`src/rtl/loop_seq_pkg.sv`:
```
// Shared types and defaults for the buck loop soft-start sequencer.
// The state codes are exported as plain constants so a bench can compare the debug port.
package loop_seq_pkg;

    typedef enum logic [2:0] {
        ST_OFF       = 3'd0,
        ST_PRECHG    = 3'd1,
        ST_SOFTSTART = 3'd2,
        ST_REGULATE  = 3'd3,
        ST_FAULT     = 3'd4
    } state_e;

    localparam int DEF_DAC_W       = 8;
    localparam int DEF_SS_STEP_DIV = 16;
    localparam int DEF_PRECHG_CYC  = 64;
    localparam int DEF_RETRY_CYC   = 1024;
    localparam int DEF_OC_FILT     = 3;

    localparam logic [2:0] SC_OFF       = 3'd0;
    localparam logic [2:0] SC_PRECHG    = 3'd1;
    localparam logic [2:0] SC_SOFTSTART = 3'd2;
    localparam logic [2:0] SC_REGULATE  = 3'd3;
    localparam logic [2:0] SC_FAULT     = 3'd4;

    function automatic int max3(input int a, input int b, input int c);
        int m;
        m = (a > b) ? a : b;
        return (m > c) ? m : c;
    endfunction

endpackage

```
`src/rtl/loop_seq_sync2.sv`:
```
// Two-flop synchronizer for an asynchronous comparator input.
module loop_seq_sync2 (
    input  logic clk_i,
    input  logic rst_n_i,
    input  logic d_i,
    output logic q_o
);

    logic meta_q;
    logic sync_q;

    always_ff @(posedge clk_i or negedge rst_n_i) begin
        if (!rst_n_i) begin
            meta_q <= 1'b0;
            sync_q <= 1'b0;
        end else begin
            meta_q <= d_i;
            sync_q <= meta_q;
        end
    end

    assign q_o = sync_q;

endmodule

```
`src/rtl/loop_softstart_seq.sv`:
```
// Power-up / precharge / soft-start / regulate / hiccup-retry sequencer for the buck loop.
// Outputs are registered from the next state so they change on the same edge as state.
module loop_softstart_seq
    import loop_seq_pkg::*;
#(
    parameter int DAC_W       = DEF_DAC_W,
    parameter int SS_STEP_DIV = DEF_SS_STEP_DIV,
    parameter int PRECHG_CYC  = DEF_PRECHG_CYC,
    parameter int RETRY_CYC   = DEF_RETRY_CYC,
    parameter int OC_FILT     = DEF_OC_FILT
) (
    input  logic             CELCLK,
    input  logic             CELRSTN,
    input  logic             CELV,
    input  logic             CELG,
    input  logic             SUB,
    input  logic             en,
    input  logic [DAC_W-1:0] vref_tgt,
    input  logic             oc,
    input  logic             uv,
    output logic [DAC_W-1:0] ref_code,
    output logic             drv_en,
    output logic             prechg,
    output logic             pg,
    output logic             fault,
    output logic [2:0]       state
);

    localparam int CNT_MAX = max3(PRECHG_CYC, RETRY_CYC, SS_STEP_DIV);
    localparam int CNT_W   = (CNT_MAX > 1) ? $clog2(CNT_MAX) : 1;
    localparam int OCF_W   = $clog2(OC_FILT + 1);

    localparam logic [CNT_W-1:0] PRE_LAST   = CNT_W'(PRECHG_CYC - 1);
    localparam logic [CNT_W-1:0] RETRY_LAST = CNT_W'(RETRY_CYC - 1);
    localparam logic [CNT_W-1:0] DIV_LAST   = CNT_W'(SS_STEP_DIV - 1);
    localparam logic [OCF_W-1:0] OCF_LAST   = OCF_W'(OC_FILT - 1);

    // Supply/substrate pins carry no logic.
    logic unused_pins;
    assign unused_pins = CELV ^ CELG ^ SUB;

    logic oc_s;
    logic uv_s;

    loop_seq_sync2 u_sync_oc (.clk_i(CELCLK), .rst_n_i(CELRSTN), .d_i(oc), .q_o(oc_s));
    loop_seq_sync2 u_sync_uv (.clk_i(CELCLK), .rst_n_i(CELRSTN), .d_i(uv), .q_o(uv_s));

    state_e             state_q,  state_d;
    logic [CNT_W-1:0]   tmr_q,    tmr_d;
    logic [CNT_W-1:0]   div_q,    div_d;
    logic [OCF_W-1:0]   ocf_q,    ocf_d;
    logic [DAC_W-1:0]   ref_q,    ref_d;
    logic               drv_q,    drv_d;
    logic               pre_q,    pre_d;
    logic               pg_q,     pg_d;
    logic               flt_q,    flt_d;
    logic               abort;
    logic               oc_trip;

    always_ff @(posedge CELCLK or negedge CELRSTN) begin
        if (!CELRSTN) begin
            state_q <= ST_OFF;
            tmr_q   <= '0;
            div_q   <= '0;
            ocf_q   <= '0;
            ref_q   <= '0;
            drv_q   <= 1'b0;
            pre_q   <= 1'b0;
            pg_q    <= 1'b0;
            flt_q   <= 1'b0;
        end else begin
            state_q <= state_d;
            tmr_q   <= tmr_d;
            div_q   <= div_d;
            ocf_q   <= ocf_d;
            ref_q   <= ref_d;
            drv_q   <= drv_d;
            pre_q   <= pre_d;
            pg_q    <= pg_d;
            flt_q   <= flt_d;
        end
    end

    always_comb begin
        state_d = state_q;
        tmr_d   = tmr_q;
        div_d   = div_q;
        ref_d   = ref_q;
        ocf_d   = '0;
        oc_trip = 1'b0;
        // A running retry is never cut short; its exit check decides OFF vs PRECHG.
        abort   = (state_q != ST_FAULT) && (uv_s || !en);

        if (oc_s && (state_q == ST_SOFTSTART || state_q == ST_REGULATE)) begin
            ocf_d   = ocf_q + 1'b1;
            oc_trip = (ocf_q == OCF_LAST);
        end

        if (abort) begin
            state_d = ST_OFF;
        end else if (oc_trip) begin
            state_d = ST_FAULT;
        end else begin
            case (state_q)
                ST_OFF: begin
                    if (en && !uv_s) state_d = ST_PRECHG;
                end
                ST_PRECHG: begin
                    if (tmr_q == PRE_LAST) state_d = ST_SOFTSTART;
                    else                   tmr_d   = tmr_q + 1'b1;
                end
                ST_SOFTSTART: begin
                    // Target at or below the ramp hands over; REGULATE ramps down if needed.
                    if (ref_q >= vref_tgt) begin
                        state_d = ST_REGULATE;
                    end else if (div_q == DIV_LAST) begin
                        div_d = '0;
                        ref_d = ref_q + 1'b1;
                    end else begin
                        div_d = div_q + 1'b1;
                    end
                end
                ST_REGULATE: begin
                    // Divider idles at zero on target so a retarget always waits a full step.
                    if (ref_q == vref_tgt) begin
                        div_d = '0;
                    end else if (div_q == DIV_LAST) begin
                        div_d = '0;
                        ref_d = (vref_tgt > ref_q) ? ref_q + 1'b1 : ref_q - 1'b1;
                    end else begin
                        div_d = div_q + 1'b1;
                    end
                end
                ST_FAULT: begin
                    if (tmr_q == RETRY_LAST) state_d = (en && !uv_s) ? ST_PRECHG : ST_OFF;
                    else                     tmr_d   = tmr_q + 1'b1;
                end
                default: state_d = ST_OFF;
            endcase
        end

        if (state_d != state_q) begin
            tmr_d = '0;
            div_d = '0;
            ocf_d = '0;
        end
        if (state_d inside {ST_OFF, ST_PRECHG, ST_FAULT}) ref_d = '0;

        drv_d = state_d inside {ST_SOFTSTART, ST_REGULATE};
        pre_d = (state_d == ST_PRECHG);
        pg_d  = (state_d == ST_REGULATE);
        flt_d = (state_d == ST_FAULT);
    end

    assign ref_code = ref_q;
    assign drv_en   = drv_q;
    assign prechg   = pre_q;
    assign pg       = pg_q;
    assign fault    = flt_q;
    assign state    = state_q;

endmodule

```
`config.mk`:
```
export PLATFORM = sky130hd
export DESIGN_NAME = loop_softstart_seq
export DESIGN_NICKNAME = d
export VERILOG_FILES = /design/src/rtl/loop_seq_pkg.sv /design/src/rtl/loop_seq_sync2.sv /design/src/rtl/loop_softstart_seq.sv
export SDC_FILE = /design/constraint.sdc
export NUM_CORES = 1
export LEC_CHECK = 0
export CORE_UTILIZATION = 55
export CTS_CLUSTER_DIAMETER = 80
export CTS_CLUSTER_SIZE = 25
export DETAILED_ROUTE_END_ITERATION = 12
export DONT_BUFFER_PORTS = 1
export PLACE_DENSITY = 0.7
export SYNTH_ARGS = -nofsm -noshare
export SYNTH_HDL_FRONTEND = slang
export SYNTH_SLANG_ARGS = --single-unit
```
`constraint.sdc`:
```
create_clock -name CELCLK -period 2.6 [get_ports CELCLK]
set_input_delay 0.78 -clock CELCLK [delete_from_list [all_inputs] [get_ports CELCLK]]
set_output_delay 0.78 -clock CELCLK [all_outputs]
set_load 0.02 [all_outputs]
```
==> impl_summary.md, run 1 <==
Place
The final RePlAce weighted congestion is approximately 0.84. In this run the cell area measured after placement is 2790 um^2. The count of buffers from port buffering is 0.

After legalization and detailed placement, the total HPWL measured between 3000 and 4000 um.

Setup path
The worst register-to-register path has a depth of 8. The end point of the critical path is div_q[7]. The logic depth of the worst path, buffers included is 8.

STA puts the critical path data required time at approximately 2.8 ns. The critical path is of the in -> reg type. The startpoint identified for the worst register-to-register timing path is ref_code[5]. The largest fanout on the critical path is 20. The signal on the critical path passes through ha_1 > nor2b_1 > o211ai_1 > a211oi_4 > o311ai_1 > buf_4 > or4_1 > a21oi_1. For the worst setup path, the data arrival time is 2.67 ns. The startpoint of the most critical setup path is vref_tgt[1]. STA classifies the critical path startpoint as a primary input. The largest individual stage delay along the critical path comes from the cell sky130_fd_sc_hd__or4_1. The capture instance of the worst register-to-register path is div_q[7]. STA classifies the critical path endpoint as a register. For flop-to-flop paths, the worst setup slack is between 0.15 and 0.2 ns. The cell class contributing the biggest share of worst-path delay is compound AO/OA/AOI/OAI gates. Counting both buffers and inverters, the worst setup path holds a total of 1.

The delay of the slowest cell on the worst path is between 0.4 and 0.5 ns.

Final layout
The signed area change from the synthesized netlist to the final layout is 15.6%. The filler cells instantiated in the layout total between 300 and 400. For this run, the share of the core covered by cells in the final layout is 0.668. The post-route cell area is 2930 um^2.

The number of nets in the final layout is 332. The footprint of the multi-input gates is ~1400 um^2. Of the cells placed in the final design, the portion with a size suffix greater than 1 is 0.164. The area occupied by registers is just over 1000 um^2. The repair_antennas step left the layout with diodes totalling 0.

Pwr
The sum of internal, switching and leakage power is around 1.2 mW. The reported leakage power is about 1.2 nW. VDD sags by at most 0.247 mV. The cell area power density is approximately 430 nW/um^2.

Global routing
The combined global-route utilization of all metal layers is 0.239. The first global-routing pass estimated between 9000 and 10000 um of wire. The number of antenna violations at the first check in global routing is 0. The aggregate global routing overflow is 0. The number of global-route vias before repair is between 2000 and 2500. The pin count of the biggest net entering global routing is 42.

STA
The count of final max-slew check failures was 0. The worst pin sits at a relative slew slack of 0.586. The final hold violation count was 0. The final critical delay including setup and external delays is about 2.5 ns. The sum of negative setup slack is 0 ns. Dividing the final minimum period by the clock period gives 0.944. For the pin with the worst max-slew slack, the measured transition is about 0.61 ns.

The maximum clock frequency is around 0.4 GHz. The final clock skew is roughly 0.0081 ns. The final setup violation count is 0. Setup repair after global routing could not meet its margin everywhere.

Synth
The fraction of synthesized cell area in xor and xnor cells is 0.0380. The synthesized-area fraction occupied by adder cells is 0.0642. By count the netlist is led by 41 x sky130_fd_sc_hd__dfrtp_1, 27 x sky130_fd_sc_hd__nand2_1, 26 x sky130_fd_sc_hd__nor2_1. The post-synthesis sequential area ratio is 0.405. The most common cell in the synthesized netlist is sky130_fd_sc_hd__dfrtp_1. Summed over all instances, the cell type with the most area after synthesis is sky130_fd_sc_hd__dfrtp_1. Among all flip-flop cells after synthesis, the most frequent one is sky130_fd_sc_hd__dfrtp_1.

The share of the synthesized area in compound gates (AO/OA/AOI/OAI) came to 0.145. The number of different library cells used by synthesis comes to 49. Of the total synthesized cell area, the portion taken by AND, OR, NAND and NOR gates is 0.261.

After synthesis, the cell types taking the most area are sky130_fd_sc_hd__dfrtp_1 40%, sky130_fd_sc_hd__ha_1 6.4%, sky130_fd_sc_hd__nand2_1 4.0%. A synthesized cell averages around 9 um^2. Counting flops and latches in the post-synthesis netlist gives 41. The async set-reset flop share out of synthesis is 1.00. The yosys synthesis warning count is 0. The synthesized design contains 0 enable-type register cells.

The post-synth net total is just over 300. The number of instances in the synthesized netlist is roughly 280. The share of synthesized area in the top cell type comes to 0.405. After synthesis the cells add up to between 2000 and 3000 um^2. Measured against the total synthesized area, the mux share comes to 0.0277.

The main combinational cell family by area after synthesis is simple AND/OR/NAND/NOR gates.

Die
The cell row count is 24. The die is around 70 um wide. The die extent in y is between 60 and 70 um. The initial utilization of the core area, before any placement, comes to 0.578. The core region is between 4000 and 5000 um^2. The area of the die is about 5000 um^2.

31 I/O pins were placed.

Routing
The first detailed-routing pass took 4 iterations. In the routed layout, each cell is associated on average with a via count of roughly 6. Once detail routing completed, the nets flagged for antenna violations numbered 0. In the final routed layout, each cell accounts on average for ~15 um.

The number of remaining DRC errors is 0. In this run, the number of DRC markers left after iteration 0 of detailed routing was 147. The number of vias after detailed routing is approximately 2100.

The detailed-route wire length is 5290 um.

Clocking
In this run, CTS created clock tree buffers numbering 5. CTS placed an instance of sky130_fd_sc_hd__clkbuf_8 at the clock tree root. TritonCTS built the clock tree. The number of post-CTS setup repair buffers is 0. The number of sinks handled by clock tree synthesis is 41.

In this run, post-CTS repair resized a total of 0 instances. Hold repair after CTS inserted 0 buffers. The clock-pin slew reported for the worst setup and hold paths after clock tree synthesis is 0.08 ns.

The clock network latency to the later pin of the worst-skew pair is just under 0.3 ns. The number of levels in the clock H-tree is 2. The maximum clock insertion buffer count is 2.

Min path
The min-delay analysis places its worst path in the category in -> async.

Outcome
The flow ran to the end, and the final reports show no timing, DRC or antenna violations.

Flow run
The count of max-cap constraint violations is 0.
worst min path at each step:
stage | startpoint | endpoint | slack [ns] | depth (start not counted)
2_1_floorplan | u_sync_oc.meta_q | u_sync_oc.q_o | 0.33 | 0
3_3_place_gp | u_sync_uv.meta_q | u_sync_uv.q_o | 0.34 | 0
3_5_place_dp | u_sync_uv.meta_q | u_sync_uv.q_o | 0.35 | 0
4_1_cts | CELRSTN | u_sync_oc.meta_q | 0.16 | 0
5_1_grt | CELRSTN | ref_code[0] | 0.16 | 0
6_report | CELRSTN | ref_code[0] | 0.17 | 0
worst register-to-register path, cell delays in order (launching register included):
cell and delay (ns):
sky130_fd_sc_hd__dfrtp_1 0.35, sky130_fd_sc_hd__inv_1 0.10, sky130_fd_sc_hd__ha_4 0.29, sky130_fd_sc_hd__nand4_1 0.20, sky130_fd_sc_hd__a211oi_4 0.39, sky130_fd_sc_hd__o311ai_1 0.17, sky130_fd_sc_hd__buf_4 0.22, sky130_fd_sc_hd__or4_1 0.48
sky130_fd_sc_hd__a21oi_1 0.15
flip-flops by register name, summed over array words and instances, names as in the netlist:
| register | cells |
|---|---|
| pg | 1 |
| prechg | 1 |
| drv_en | 1 |
| u_sync_uv.q_o | 1 |
| ocf_q | 2 |
| u_sync_oc.meta_q | 1 |
| u_sync_oc.q_o | 1 |
| state | 3 |
| tmr_q | 10 |
| div_q | 10 |
| ref_code | 8 |
| fault | 1 |
| u_sync_uv.meta_q | 1 |
cell type report:
type                            count  share of cell area
Clock inverter                      1              0.0103
Sequential cell                    41               0.350
Inverter                           19              0.0244
Multi-Input combinational cell    210               0.488
Tap cell                           52              0.0222
Clock buffer                        7              0.0295
Timing Repair Buffer               26              0.0752
metrics by stage:
step	hold WS (ns)	setup slack, ns	std cells
6_report	0.171	0.145	356
5_1_grt	0.156	-0.0336	356
4_1_cts	0.162	0.0295	356
3_5_place_dp	0.348	-0.281	348
3_3_place_gp	0.338	-0.201	348
2_1_floorplan	0.331	0.0994	281
metal layers:
| metal | track usage | up-vias | part of all wire |
|---|---|---|---|
| li1 | - | 1048 | - |
| met5 | 0 | - | 0 |
| met1 | 0.318 | 1033 | 0.46 |
| met4 | 0.0867 | 0 | 0.018 |
| met2 | 0.386 | 43 | 0.48 |
| met3 | 0.0491 | 11 | 0.039 |
cells in the final DEF, fill, tap and decap left out, types with 9 or more instances in the layout:
master / instances
sky130_fd_sc_hd__a21oi_1: 14
sky130_fd_sc_hd__ha_1: 10
sky130_fd_sc_hd__nand3_1: 11
sky130_fd_sc_hd__buf_4: 24
sky130_fd_sc_hd__inv_1: 18
sky130_fd_sc_hd__nor3_1: 11
sky130_fd_sc_hd__dfrtp_1: 41
sky130_fd_sc_hd__xor2_1: 9
sky130_fd_sc_hd__o21ai_0: 18
sky130_fd_sc_hd__nand2_1: 27
sky130_fd_sc_hd__nor2_1: 25
report_power, final:
part / switching [mW] / internal (mW)
registers: 0.00635 / 0.645
logic: 0.0363 / 0.0329
clock network: 0.215 / 0.313
cells by family (layout without fill, tap and decap cells):
logic type | count (synthesis) | after routing
buf+inv | 30 | 53
simple gates | 122 | 122
flops | 41 | 41
mux | 7 | 7
fa+ha+maj | 13 | 13
compound gates | 57 | 57
xor+xnor | 11 | 11
(Power assumes the default switching activity.)
==> inputs of run 2 (changes only) <==
Settings changed: CORE_ASPECT_RATIO from default to 0.5, CORE_MARGIN from default to 2.
==> run 2 against run 1 <==
Effect of this change: via count up 1.1%; highest routed layer unchanged; sequential share of layout area up 0.32 points; final area down 0.90%; global-route usage down 1.1 points; non-clock buffer count up 1; register-to-register slack worse by 0.07 ns.
==> impl_summary.md, run 2 (synthesis gave the netlist of run 1 again) <==
Outcome
The flow ran to the end, and the final reports show no timing, DRC or antenna violations.

Global routing
The aggregate global routing overflow is 0. The number of antenna violations at the first check in global routing is 0. Entering global routing, the biggest net connects 42 pins. In the global route stage, overall resource usage came out at 0.227.

The number of global-route vias before repair came to 2011. The first global-routing pass estimated slightly above 9000 um of wire.

Clocking
The clock-pin slew reported for the worst setup and hold paths after clock tree synthesis is 0.08 ns. The CTS tree is built. The maximum clock insertion buffer count is 2. The H-tree generated during clock tree synthesis spans 2 levels.

TritonCTS created 5 clock buffers. The tree built by TritonCTS fans out to 41 sinks. The clock reaches the later pin of the worst-skew pair after 0.29 ns. Once the clock tree was built, the setup fixing pass inserted 0 buffers.

The clock tree root driver cell is sky130_fd_sc_hd__clkbuf_8.

Die
For this configuration, the core starts out at a cell density of 0.573. The die boundary width is between 90 and 100 um. 31 I/O pins were placed. The area of the die is 5200 um^2. The core region is between 4000 and 5000 um^2. Measured along the y axis, the die boundary spans 52.0 um. The cell row count is 17.

Routing
The number of antenna-violating nets in the routed design is 0. Using the TritonRoute via totals, the vias-per-cell ratio works out to between 5 and 6. The first routing iteration left roughly 120 violations. Before antenna repair, the detailed router went through 5 iterations.

In the final routed layout, each cell accounts on average for ~15 um. The number of remaining DRC errors is 0. The routed design has 5510 um of wire. Detailed routing inserted a total of between 2000 and 2500 vias.

Final layout
The layout cell share with drive strength beyond 1 is 0.174. Fill cells in the final layout number approximately 380. The number of antenna diodes in the final layout is 0.

At the end of the flow, the number of nets in the layout was ~330. Leaving out fill and tap cells, the most frequent cell in the layout is sky130_fd_sc_hd__dfrtp_1. The area growth from synthesis to layout is 14.5%. In the layout the commonest cells are 41 x sky130_fd_sc_hd__dfrtp_1, 27 x sky130_fd_sc_hd__nand2_1, 26 x sky130_fd_sc_hd__buf_4.

STA
The final critical delay including setup and external delays is about 2.5 ns. In this run the tightest slew margin relative to its limit is 0.554. Static timing analysis puts the maximum clock frequency at 0.401 GHz. The final hold violation count is 0.

Setup violations remaining at the end of the flow were counted as 0. The worst hold slack across all endpoints is approximately 0.18 ns. Setup repair after global routing could not meet its margin everywhere.

The sum of negative setup slack is 0 ns. The final clock skew is 0.00743 ns. The count of final max-slew check failures came to 0. The share of the cycle needed by the critical path after routing is 0.959. The actual slew at the worst max-slew pin is 0.660 ns.

Setup path
The element type at the critical path start is a register. The type of the worst setup path is reg -> reg. STA puts the critical path data required time at 2.81 ns. The largest fanout on the critical path is 18. The data arrival at the endpoint of the critical path is between 2 and 3 ns.

STA classifies the critical path endpoint as a register.

Pwr
The reported leakage power is 1.24 nW. The cell area power density is ~390 nW/um^2. The maximum resistive drop on vdd is 0.252 mV.

Place
The count of buffers from port buffering is 0. The final RePlAce weighted congestion is 0.852. The half-perimeter wire length of the detailed placement result is about 4000 um.

Min path
The path type of the worst min-delay path is in -> async.

Flow run
Across the run, the number of max-cap violations was 0.
run 2: cell count changes in the layout (fill, tap and decap cells not counted), sizes merged:
cell / change
buf: +1
bufinv: -1
run 2: area by class of cell:
type | instances | area, um^2 | area share
clock buffers | 7 | 86.3 | 0.0298
inverters | 19 | 71.3 | 0.0246
well taps | 57 | 71.3 | 0.0246
flip-flops and latches | 41 | 1030 | 0.354
repair buffers | 27 | 215 | 0.0742
multi-input cells | 210 | 1430 | 0.493
run 2: per-stage QoR:
step	setup slack (ns)	area, um^2	util	instances	power (mW)
final	0.107	2900	0.656	361	1.14
after global routing	-0.0357	2900	0.656	361	1.19
after CTS	0.0296	2880	0.650	361	1.16
after detailed placement	-0.256	2790	0.630	354	0.732
after global placement	-0.168	2790	0.630	354	0.729
after floorplan	0.0994	2580	-	281	0.709
run 2: worst max-delay path, cell delays in order, from the launching register on:
cell,delay [ns]
sky130_fd_sc_hd__dfrtp_1,0.38
sky130_fd_sc_hd__inv_1,0.14
sky130_fd_sc_hd__ha_1,0.26
sky130_fd_sc_hd__nand4_1,0.23
sky130_fd_sc_hd__nor2_4,0.08
sky130_fd_sc_hd__a211oi_4,0.31
sky130_fd_sc_hd__o311ai_1,0.17
sky130_fd_sc_hd__buf_4,0.22
sky130_fd_sc_hd__or4_1,0.47
sky130_fd_sc_hd__a21oi_1,0.16
run 2: worst paths after layout:
check / from / endpoint / slack (ns) / cells past startpoint
max reg2reg: ref_code[4] / div_q[8] / 0.11 / 9
min in group CELCLK: u_sync_oc.meta_q / u_sync_oc.q_o / 0.35 / 0
min: CELRSTN / fault / 0.18 / 0
max in group asynchronous: CELRSTN / div_q[1] / 2.34 / 0
max: ref_code[4] / div_q[8] / 0.11 / 9
min reg2reg: u_sync_oc.meta_q / u_sync_oc.q_o / 0.35 / 0
run 2: layer usage:
layer	up-vias	track usage	part of all wire
li1	1043	-	-
met1	1020	0.296	0.45
met2	88	0.380	0.46
met3	8	0.0605	0.077
met4	0	0.0662	0.0093
met5	-	0	0
run 2: repair_timing:
item,in CTS,in global routing
hold buffers,0,0
resized for setup,0,7
endpoints found under the setup margin,0,11
run 2: report_power, final:
group / total, mW / switching [mW] / internal, mW
logic: 0.0700 / 0.0374 / 0.0326
clock network: 0.421 / 0.210 / 0.211
registers: 0.652 / 0.00640 / 0.645
==> inputs of run 3 (changes only) <==
Settings changed: SLEW_MARGIN from default to 15.
==> results of run 3 <==
Final layout, timing and power as in run 2 (identical DEF).
